<file path="src/rtl/pipe_pkg.sv">
// Shared types, default widths and payload field offsets for the pipeline stage buffer.
package pipe_pkg;

    typedef enum logic [1:0] {
        EMPTY = 2'd0,
        BUSY  = 2'd1,
        FULL  = 2'd2
    } stage_state_e;

    localparam int CTRL_W_DEF = 8;
    localparam int DATA_W_DEF = 160;

    // Payload layout: data in the low bits, control directly above it.
    localparam int DATA_OFS = 0;

    function automatic int ctrl_ofs(input int data_w);
        return DATA_OFS + data_w;
    endfunction

endpackage

</file>
<file path="src/rtl/pipe_entry_reg.sv">
// Single payload register with load enable, cleared by the asynchronous reset.
module pipe_entry_reg #(
    parameter int W = 168
) (
    input  logic         clk,
    input  logic         rst,
    input  logic         load,
    input  logic [W-1:0] d,
    output logic [W-1:0] q
);

    // NOTE: non-blocking for state; the payload is reset because out_data must read 0 in reset.
    always_ff @(posedge clk or posedge rst) begin
        if (rst)
            q <= '0;
        else if (load)
            q <= d;
    end

endmodule

</file>
<file path="src/rtl/pipe_stage_buf.sv">
// Pipeline stage register with valid/ready, optional 2-entry skid, flush and NOP masking.
// Define PIPE_STAGE_PERF_CNT_EN to add the stall_cnt/flush_cnt performance counters.
module pipe_stage_buf
    import pipe_pkg::*;
#(
    parameter int CTRL_W = CTRL_W_DEF,
    parameter int DATA_W = DATA_W_DEF,
    parameter bit SKID   = 1'b1
) (
    input  logic              clk,
    input  logic              rst,
    input  logic              flush,
    input  logic              in_valid,
    output logic              in_ready,
    input  logic [CTRL_W-1:0] in_ctrl,
    input  logic [DATA_W-1:0] in_data,
    output logic              out_valid,
    input  logic              out_ready,
    output logic [CTRL_W-1:0] out_ctrl,
    output logic [DATA_W-1:0] out_data,
`ifdef PIPE_STAGE_PERF_CNT_EN
    output logic [1:0]        occupancy,
    output logic [31:0]       stall_cnt,
    output logic [15:0]       flush_cnt
`else
    output logic [1:0]        occupancy
`endif
);

    localparam int PAY_W    = CTRL_W + DATA_W;
    localparam int CTRL_OFS = ctrl_ofs(DATA_W);

    stage_state_e     state, state_nxt;
    logic [PAY_W-1:0] in_pay, main_d, main_q, skid_q;
    logic             accept, take, main_load, skid_load;

    assign in_pay[CTRL_OFS +: CTRL_W] = in_ctrl;
    assign in_pay[DATA_OFS +: DATA_W] = in_data;

    always_ff @(posedge clk or posedge rst) begin
        if (rst)
            state <= EMPTY;
        else
            state <= state_nxt;
    end

    // NOTE: every output of this block gets a default first so no latch is inferred.
    always_comb begin
        state_nxt = state;
        in_ready  = 1'b0;
        main_load = 1'b0;
        skid_load = 1'b0;
        main_d    = in_pay;

        case (state)
            EMPTY:   in_ready = 1'b1;
            BUSY:    in_ready = SKID ? 1'b1 : out_ready;
            default: in_ready = 1'b0;
        endcase
        if (rst)
            in_ready = 1'b0;

        accept = in_valid & in_ready;
        take   = out_valid & out_ready;

        case (state)
            EMPTY: if (accept) begin
                state_nxt = BUSY;
                main_load = 1'b1;
            end
            BUSY: begin
                if (accept && take) begin
                    main_load = 1'b1;
                end else if (take) begin
                    state_nxt = EMPTY;
                end else if (accept) begin
                    state_nxt = FULL;
                    skid_load = 1'b1;
                end
            end
            FULL: if (take) begin
                state_nxt = BUSY;
                main_load = 1'b1;
                main_d    = skid_q;
            end
            default: state_nxt = EMPTY;
        endcase

        // Flush wins over accept and take; main keeps its data so out_data is not cleared.
        if (flush) begin
            state_nxt = EMPTY;
            main_load = 1'b0;
            skid_load = 1'b0;
        end
    end

    pipe_entry_reg #(.W(PAY_W)) u_main (
        .clk  (clk),
        .rst  (rst),
        .load (main_load),
        .d    (main_d),
        .q    (main_q)
    );

    generate
        if (SKID) begin : g_skid
            pipe_entry_reg #(.W(PAY_W)) u_skid (
                .clk  (clk),
                .rst  (rst),
                .load (skid_load),
                .d    (in_pay),
                .q    (skid_q)
            );
        end else begin : g_no_skid
            logic skid_load_unused;
            assign skid_load_unused = skid_load;
            assign skid_q           = '0;
        end
    endgenerate

    assign out_valid = (state != EMPTY);
    assign out_ctrl  = out_valid ? main_q[CTRL_OFS +: CTRL_W] : '0;
    assign out_data  = main_q[DATA_OFS +: DATA_W];

    always_comb begin
        case (state)
            BUSY:    occupancy = 2'd1;
            FULL:    occupancy = 2'd2;
            default: occupancy = 2'd0;
        endcase
    end

`ifdef PIPE_STAGE_PERF_CNT_EN
    always_ff @(posedge clk or posedge rst) begin
        if (rst) begin
            stall_cnt <= '0;
            flush_cnt <= '0;
        end else begin
            if (out_valid && !out_ready && stall_cnt != '1)
                stall_cnt <= stall_cnt + 32'd1;
            if (flush && occupancy != 2'd0 && flush_cnt != '1)
                flush_cnt <= flush_cnt + 16'd1;
        end
    end
`endif

endmodule

</file>
<file path="config.mk">
export PLATFORM = sky130hd
export DESIGN_NAME = pipe_stage_buf
export DESIGN_NICKNAME = d
export VERILOG_FILES = /design/src/rtl/pipe_pkg.sv /design/src/rtl/pipe_entry_reg.sv /design/src/rtl/pipe_stage_buf.sv
export SDC_FILE = /design/constraint.sdc
export NUM_CORES = 1
export LEC_CHECK = 0
export CAP_MARGIN = 20
export CORE_MARGIN = 4
export CORE_UTILIZATION = 45
export CTS_BUF_LIST = sky130_fd_sc_hd__clkbuf_8 sky130_fd_sc_hd__clkbuf_16
export DETAILED_ROUTE_END_ITERATION = 8
export HOLD_SLACK_MARGIN = 0.08
export PLACE_DENSITY = 0.72
export SKIP_CTS_REPAIR_TIMING = 1
export SYNTH_ARGS = -nofsm -noshare
export SYNTH_HDL_FRONTEND = slang
export SYNTH_SLANG_ARGS = --single-unit
</file>
<file path="constraint.sdc">
create_clock -name clk -period 35.4 [get_ports clk]
set_input_delay 7.08 -clock clk [delete_from_list [all_inputs] [get_ports clk]]
set_output_delay 7.08 -clock clk [all_outputs]
set_load 0.02 [all_outputs]
</file>
==> impl_metrics.tcl, run 1 <==
set metrics [dict create \
    outcome "finished, final reports clean" \
    worstPathRequired_ns 28.32 \
    clock_latency_ns 0.51 \
    placed_cells 1850 \
    clock_sinks 338 \
    seq_area_frac_synth_pct 53.2 \
    r2r_end "g_skid.u_skid.q[42]" \
    nNetsFinal 1608 \
    hold_start "u_main.q[121]" \
    ant_nets 0 \
    hold_path.class "reg -> reg" \
    antenna_found_initial 0 \
    drt-initial-drc-count 354 \
    top_level_ports 345 \
    vdd_drop_max_mv 0.0399 \
    grt_overflow_total 0 \
    max_clock_freq_mhz 64.6 \
    syn_inst 1274 \
    slew_headroom_pct 31.5 \
    worstPathMaxFanout 3 \
    r2r-start "state[1]" \
    cts_tree "yes" \
    synth_fp_nets 1447 \
    reg2reg_slack_ns 32.31 \
    met3_usage_pct 6.23 \
    cts.path.max_buffers 3 \
    grtUsageMet2_pct 27.4 \
    drv_slew 0 \
    grt_max_degree 143 \
    finClkSkew_ns 0.00811 \
    port_buffers 344 \
    finalHoldViolations 0 \
    crit_path_frequent_cell "clkdlybuf4s50_1" \
    vias 9535 \
    synth_cell_types 28 \
    reg2reg_depth 5 \
    arrival_ns 8.40 \
    wl_um 34800 \
    dieArea_um2 38400 \
    total_power_w 0.00113 \
    path_cells "clkdlybuf4s50_1, nor2_1, clkdlybuf4s50_1" \
    grt_usage_pct 17.7 \
    h-tree-depth 2 \
    p_comb_share_pct 22.4 \
    root_buffer "clkbuf_16" \
    ys_warn_count 0 \
    dpl.hpwl_um 23000 \
    power_density_nw_per_um2 58.1 \
    avgSynthCellArea_um2 12.5 \
    end_kind "output pin" \
    yosysTopAreaCell "dfrtp_1" \
    grt_pass1_vias 10100 \
    busiest_layer "met2" \
    p_int_w 0.000819 \
    grt_util_met1_pct 23.7 \
    yosys-top-cells-area "dfrtp_1 (53%), mux2i_1 (11%), mux2_4 (9.4%), buf_4 (8.3%), mux2_2 (4.8%)" \
    drive_gt1_share_pct 16.4 \
    cp_slowest_stage_delay_ns 0.63 \
    whs_path_depth 2 \
    via_per_inst 4.97 \
    finalSetupTns_ns 0 \
    clkPwrFrac_pct 33.1 \
    maxCapViolations 0 \
    rsz0062_at_grt "no" \
    worst-slew-pin-transition_ns 1.03 \
    setup_viol 0 \
    grt_pass1_wl_um 55800 \
    p_leak_nw 10.1 \
    drt_pre_antenna_iters 4 \
    die_x_um 196 \
    drcViolationCount 0 \
    fin_crit_ns 15.48 \
    min_to "u_main.q[121]" \
    gp_congestion 0.757 \
    sequentialPowerShare_pct 44.5 \
    clk_pin_slew_worst_paths_ns 0.05 \
    ys_seq_elements 338 \
    core_um2 34700 \
    area_growth_pct 22.2 \
    antenna_cells 0 \
    path_class "in -> out" \
    finalCritPeriodShare_pct 43.7 \
    finalNonFillerCells 1919 \
    floorplan.initialDensity_pct 45.8 \
    netSwitchingFraction_pct 27.4 \
    synth_top_area_share_pct 53.2 \
    slowest_stage "clkdlybuf4s50_1" \
    wire_per_inst_um 18.1 \
    synth_area_um2 15900 \
    startpoint "rst" \
    critPathLaunchType "input port" \
    die_y_um 196 \
    cts_buffers 38 \
    rows 68 \
    p_switching_w 0.000308 \
]
## worst max path at each step
stage / endpoint
final: in_ready
after global routing: in_ready
after CTS: in_ready
after detailed placement: in_ready
after global placement: in_ready
after floorplan: g_skid.u_skid.q[0]
## power groups by stage
stage	clock network, W	logic (W)	registers [W]
3_5_place_dp	0	0.000255	0.000508
6_report	0.000373	0.000253	0.000502
2_1_floorplan	0	0.000194	0.000496
5_1_grt	0.000401	0.000273	0.000511
3_3_place_gp	0	0.000251	0.000504
4_1_cts	0.000386	0.000257	0.000502
## cell usage after synthesis, drive strengths merged
| library cell | instances |
|---|---|
| dfrtp | 338 |
| buf | 220 |
| mux2 | 169 |
| mux2i | 169 |
| nand2 | 169 |
| o21ai | 168 |
| clkbuf | 15 |
| nor2b | 9 |
| nor2 | 5 |
| inv | 3 |
| and2b | 2 |
| a21oi | 1 |
| a31oi | 1 |
| and4bb | 1 |
| nand2b | 1 |
| nand3 | 1 |
| nor3 | 1 |
| o22a | 1 |
## per-layer routing
layer,routed length [um],part of all wire (%)
met3,3100,8.9
met4,952,2.7
met2,15500,44
met1,15300,44
met5,0,0
## sequential cells by signal, summed over array words and instances (netlist names)
name             count
g_skid.u_skid.q    168
u_main.q           168
state                2
## cell families after synthesis
family | synth area share, %
flip-flops | 53.2
multiplexers | 25.0
buffers and inverters | 11.4
AND/OR/NAND/NOR | 4.88
AO/OA/AOI/OAI | 5.46
## cell usage in the layout (no fill, tap or decap)
cell type        netlist  routed
clkdlybuf4s50_1        0     344
and4bb_1               1       1
nor2b_4                1       1
inv_8                  0       1
o22a_1                 1       1
nand2b_1               1       1
clkbuf_8               0       6
nor2_1                 5       5
mux2_2                68      68
and2b_4                1       1
clkinvlp_4             0       1
nand2_8                0       1
clkinv_2               0       6
buf_4                175      12
dfrtp_1              338     338
inv_1                  3      17
o21ai_0               47      47
mux2_4               100     100
a21oi_1                1       1
and2b_1                1       1
clkbuf_16              0      41
mux2i_1              169     169
nor2b_1                8       8
a31oi_4                0       1
mux2_1                 1       1
nor3_1                 1       1
nand3_4                0       1
nand2_1              168     168
o21ai_1              121     121
## critical path: cells and delay by family
family / cells / cell delay [ns]
AND/OR/NAND/NOR: 1 / 0.16
buffers and inverters: 2 / 1.16
## final cells by class
type                    instances  area (um2)
repair buffers                356        3530
flip-flops and latches        338        8460
multi-input cells             698        5640
well taps                     455         569
clock buffers                  47        1110
inverters                       3        18.8
fillers                      2941       15300
clock inverters                22        93.8
## through the flow
| step | hold slack [ns] | setup slack [ns] | util [%] | instance area [um2] |
|---|---|---|---|---|
| 6_report | 0.476 | 19.92 | 55.9 | 19400 |
| 5_1_grt | 0.500 | 19.87 | 55.9 | 19400 |
| 4_1_cts | 0.481 | 19.90 | 55.9 | 19400 |
| 3_5_place_dp | 0.469 | 19.90 | 52.5 | 18200 |
| 3_3_place_gp | 0.459 | 19.88 | 52.5 | 18200 |
| 2_1_floorplan | 0.448 | 18.95 | - | 15900 |
Note: power is estimated with default switching activity, not from simulation.
==> run 2: changes to the inputs <==
- clock period: 35.4 -> 15.74 ns (I/O delays scaled with it)
==> run 2 against run 1 <==
Net effect:
- count of clock-buffer cells in the layout did not move
- final cell count decreased by 0.16%
- wire length grew 0.28%
- critical path type unchanged
- highest routed layer unchanged
==> impl_metrics.tcl, run 2 (synthesis results as in run 1) <==
set metrics [dict create \
    outcome "finished, final reports clean" \
    cts_buffers 38 \
    drt-initial-drc-count 439 \
    hold_path.class "reg -> reg" \
    worstPathMaxFanout 3 \
    antenna_found_initial 0 \
    sequentialPowerShare_pct 43.3 \
    finalSetupTns_ns 0 \
    reg2reg_depth 5 \
    die_x_um 196 \
    nNetsFinal 1608 \
    p_switching_w 0.000699 \
    drcViolationCount 0 \
    startpoint "rst" \
    netSwitchingFraction_pct 26.8 \
    r2r_end "g_skid.u_skid.q[91]" \
    grt_pass1_vias 10100 \
    clkPwrFrac_pct 34.8 \
    p_comb_share_pct 21.9 \
    clk_pin_slew_worst_paths_ns 0.06 \
    reg2reg_slack_ns 12.80 \
    finalHoldViolations 0 \
    final-seq-area_um2 8460 \
    dieArea_um2 38400 \
    port_buffers 344 \
    wire_per_inst_um 18.2 \
    drv_slew 0 \
    final_common_cell "clkdlybuf4s50_1" \
    die_y_um 196 \
    fillers 2881 \
    clock_latency_ns 0.52 \
    dpl.hpwl_um 22800 \
    worstPathRequired_ns 12.59 \
    end_kind "output pin" \
    max_clock_freq_mhz 132 \
    clock_sinks 338 \
    grt_usage_pct 17.9 \
    grt_max_degree 173 \
    critPathLaunchType "input port" \
    power_density_nw_per_um2 133 \
    rows 68 \
    grt_overflow_total 0 \
    root_buffer "clkbuf_16" \
    finClkSkew_ns 0.0104 \
    p_leak_nw 10.2 \
    finalCritPeriodShare_pct 48.3 \
    rsz0062_at_grt "no" \
    cts_tree "yes" \
    via_per_inst 4.96 \
    cts.path.max_buffers 3 \
    arrival_ns 4.46 \
    final_cell_mix "clkdlybuf4s50_1 (344), dfrtp_1 (338), mux2i_1 (169), nand2_1 (168), o21ai_1 (121)" \
    top_level_ports 345 \
    p_int_w 0.00191 \
    core_um2 34700 \
    worst-slew-pin-transition_ns 1.06 \
    h-tree-depth 2 \
    multi_input_area_um2 5640 \
    maxCapViolations 0 \
    path_class "in -> out" \
    floorplan.initialDensity_pct 45.8 \
    wl_um 34900 \
    gp_congestion 0.775 \
    cp-endpoint "in_ready" \
    slew_headroom_pct 29.0 \
    antenna_cells 0 \
    vdd_drop_max_mv 0.0856 \
    reg.largest.list "g_skid.u_skid.q (168), u_main.q (168), state (2)" \
    r2r-start "state[1]" \
    vias 9501 \
    fin_crit_ns 7.60 \
    whs_path_depth 2 \
    grt_pass1_wl_um 56100 \
    setup_viol 0 \
    ant_nets 0 \
    area_growth_pct 23.0 \
    fin_hold_ws_ns 0.477 \
    drt_pre_antenna_iters 4 \
    drive_gt1_share_pct 16.6 \
]
-- run 2: cell types whose count changed in the layout (fill, tap and decap cells not counted), sizes merged --
cell	change
bufinv	+4
clkinv	-1
inv	-6
-- run 2: final cells by class --
| type | instances | share of cell area [%] |
|---|---|---|
| Sequential cell | 338 | 43.3 |
| Multi-Input combinational cell | 698 | 28.8 |
| Timing Repair Buffer | 356 | 18.2 |
| Clock buffer | 47 | 5.67 |
| Tap cell | 455 | 2.91 |
| Clock inverter | 19 | 0.954 |
| Inverter | 3 | 0.0960 |
-- run 2: metrics by stage --
step / utilization [%] / power [W] / setup slack [ns] / cells / cell area [um2]
5_1_grt: 56.3 / 0.00274 / 8.08 / 1916 / 19500
3_3_place_gp: 52.5 / 0.00170 / 8.13 / 1849 / 18200
2_1_floorplan: - / 0.00155 / 3.23 / 1274 / 15900
4_1_cts: 56.2 / 0.00264 / 8.12 / 1915 / 19500
3_5_place_dp: 52.5 / 0.00172 / 8.14 / 1849 / 18200
6_report: 56.3 / 0.00261 / 8.14 / 1916 / 19500
-- run 2: worst min-delay path by stage --
| stage | startpoint | end | slack, ns |
|---|---|---|---|
| 3_5_place_dp | u_main.q[162] | u_main.q[162] | 0.47 |
| 5_1_grt | u_main.q[32] | u_main.q[32] | 0.50 |
| 3_3_place_gp | u_main.q[133] | u_main.q[133] | 0.46 |
| 2_1_floorplan | u_main.q[160] | u_main.q[160] | 0.45 |
| 4_1_cts | u_main.q[162] | u_main.q[162] | 0.48 |
| 6_report | u_main.q[133] | u_main.q[133] | 0.48 |
-- run 2: worst max-delay path: stages --
cell and delay [ns]:
clkdlybuf4s50_1 0.53, nor2_1 0.15, clkdlybuf4s50_1 0.62
-- run 2: metal layers --
layer	global-route usage, %	wire, um	up-vias	part of all wire [%]
li1	-	-	4497	-
met1	23.8	15300	4670	44
met2	28.0	15700	281	45
met3	6.77	3270	53	9.4
met4	4.06	630	0	1.8
met5	0	0	-	0
-- run 2: power groups by stage --
stage / clock network (W) / registers [W] / logic (W)
3_5_place_dp: 0 / 0.00114 / 0.000575
4_1_cts: 0.000932 / 0.00113 / 0.000579
2_1_floorplan: 0 / 0.00112 / 0.000435
6_report: 0.000907 / 0.00113 / 0.000572
5_1_grt: 0.000969 / 0.00115 / 0.000616
3_3_place_gp: 0 / 0.00113 / 0.000563
==> run 3: changes to the inputs <==
- clock period: 15.74 -> 7.1 ns (I/O delays scaled with it)
==> run 3 against run 2 <==
Net effect:
- clock skew is 0.0044 ns higher
- sequential power is 120% higher
- sequential share of layout area is 0.16 points higher
- count of clock-buffer cells in the layout is 2 lower
- die area stayed put
- global-route usage hardly changed
- critical path type unchanged
- critical endpoint unchanged
- highest routed layer is now met5
==> impl_metrics.tcl, run 3 (synthesis results as in run 1) <==
set metrics [dict create \
    multi_input_area_um2 5640 \
    via_per_inst 5.01 \
    rsz0062_at_grt "no" \
    critPathLaunchType "input port" \
    floorplan.initialDensity_pct 45.8 \
    crit_family "buffers and inverters" \
    die_x_um 196 \
    core_um2 34700 \
    wl_um 35000 \
    vias 9544 \
    path_cells "clkdlybuf4s50_1, nor2_1, clkdlybuf4s50_1" \
    p_leak_nw 10.1 \
    drcViolationCount 0 \
    crit_path_frequent_cell "clkdlybuf4s50_1" \
    cts.path.max_buffers 3 \
    slew_headroom_pct 29.9 \
    outcome "finished, final reports clean" \
    drv_slew 0 \
    dpl_cell_area_um2 18300 \
    fin_crit_ns 4.05 \
    end_kind "output pin" \
    clock_latency_ns 0.52 \
    final-seq-area_um2 8460 \
    ant_nets 0 \
    grt_pass1_wl_um 56200 \
    vdd_drop_max_mv 0.239 \
    max_clock_freq_mhz 247 \
    antenna_found_initial 4 \
    path_class "in -> out" \
    nNetsFinal 1604 \
    dieArea_um2 38400 \
    slowest_stage "clkdlybuf4s50_1" \
    wire_per_inst_um 18.4 \
    worst-slew-pin-transition_ns 1.05 \
    root_buffer "clkbuf_16" \
    worstPathRequired_ns 5.68 \
    dpl.hpwl_um 22500 \
    drive_gt1_share_pct 16.0 \
    finalHoldViolations 0 \
    grt_pass1_vias 10100 \
    port_buffers 344 \
    die_y_um 196 \
    top_level_ports 345 \
    grt_overflow_total 0 \
    total_power_w 0.00570 \
    hold_path.class "reg -> reg" \
    fin_util_pct 56.1 \
    final_cell_mix "clkdlybuf4s50_1 (344), dfrtp_1 (338), mux2i_1 (169), nand2_1 (168), o21ai_1 (121)" \
    final_common_cell "clkdlybuf4s50_1" \
    dp_slack_ns 2.97 \
    finalCritPeriodShare_pct 57.1 \
    crit_buf_inv 2 \
    setup_viol 0 \
    cts_tree "yes" \
    gp_congestion 0.813 \
    area_growth_pct 22.5 \
    power_density_nw_per_um2 293 \
    grt_usage_pct 17.8 \
    drt-initial-drc-count 531 \
    finClkSkew_ns 0.0148 \
    reg.largest.list "g_skid.u_skid.q (168), u_main.q (168), state (2)" \
    finalInstanceArea_um2 19500 \
    cts_buffers 38 \
    h-tree-depth 2 \
    cp_slowest_stage_delay_ns 0.61 \
    fin_ws_ns 3.05 \
    maxCapViolations 0 \
    clk_pin_slew_worst_paths_ns 0.05 \
    clock_sinks 338 \
    finalSetupTns_ns 0 \
    grt_max_degree 173 \
    drt_pre_antenna_iters 4 \
    rows 68 \
    fillers 2878 \
    worstPathMaxFanout 3 \
    arrival_ns 2.63 \
]
## run 3: cell count changes in the layout (fill, tap and decap cells not counted)
cell,previous run,this run
inv_1,11,10
buf_12,1,6
buf_4,10,2
inv_8,1,0
diode_2,0,1
bufinv_16,4,3
clkbuf_8,6,4
clkinv_2,5,2
buf_16,1,0
## run 3: layout make-up
type	count	share of cell area, %
Timing Repair Buffer	352	18.4
Clock buffer	45	5.55
Tap cell	455	2.92
Inverter	3	0.0771
Sequential cell	338	43.4
Antenna cell	1	0.0129
Clock inverter	13	0.668
Multi-Input combinational cell	698	29.0
## run 3: worst paths after layout
kind / from / endpoint / slack [ns] / depth (start not counted)
worst max register to register: state[1] / g_skid.u_skid.q[49] / 4.60 / 4
max in group asynchronous: rst / g_skid.u_skid.q[89] / 4.75 / 3
worst max-delay path: rst / in_ready / 3.05 / 3
worst min-delay path: u_main.q[125] / u_main.q[125] / 0.47 / 2
min in group asynchronous: rst / g_skid.u_skid.q[141] / 1.57 / 3
worst min register to register: u_main.q[125] / u_main.q[125] / 0.47 / 2
## run 3: routing by layer
layer	GRT usage [%]	share of wire [%]
met4	4.53	2.2
met2	27.1	45
met1	24.5	44
met3	6.49	9.0
met5	0	0.16
## run 3: report_power, final
part | internal, W | switching, W
Sequential | 0.00230 | 0.000205
Clock | 0.00118 | 0.000757
Combinational | 0.000687 | 0.000573
Total | 0.00416 | 0.00154
## run 3: worst reg2reg max path: stages, from the launching register on
cell and delay (ns):
dfrtp_1 0.55, nor2b_4 0.09, nand3_4 0.42, buf_4 0.87
mux2_4 0.45
## run 3: through the flow
step / instances / hold WS, ns
floorplan: 1274 / 0.448
global placement: 1846 / 0.459
detailed placement: 1846 / 0.467
CTS: 1904 / 0.480
global route: 1904 / 0.500
finish: 1905 / 0.473
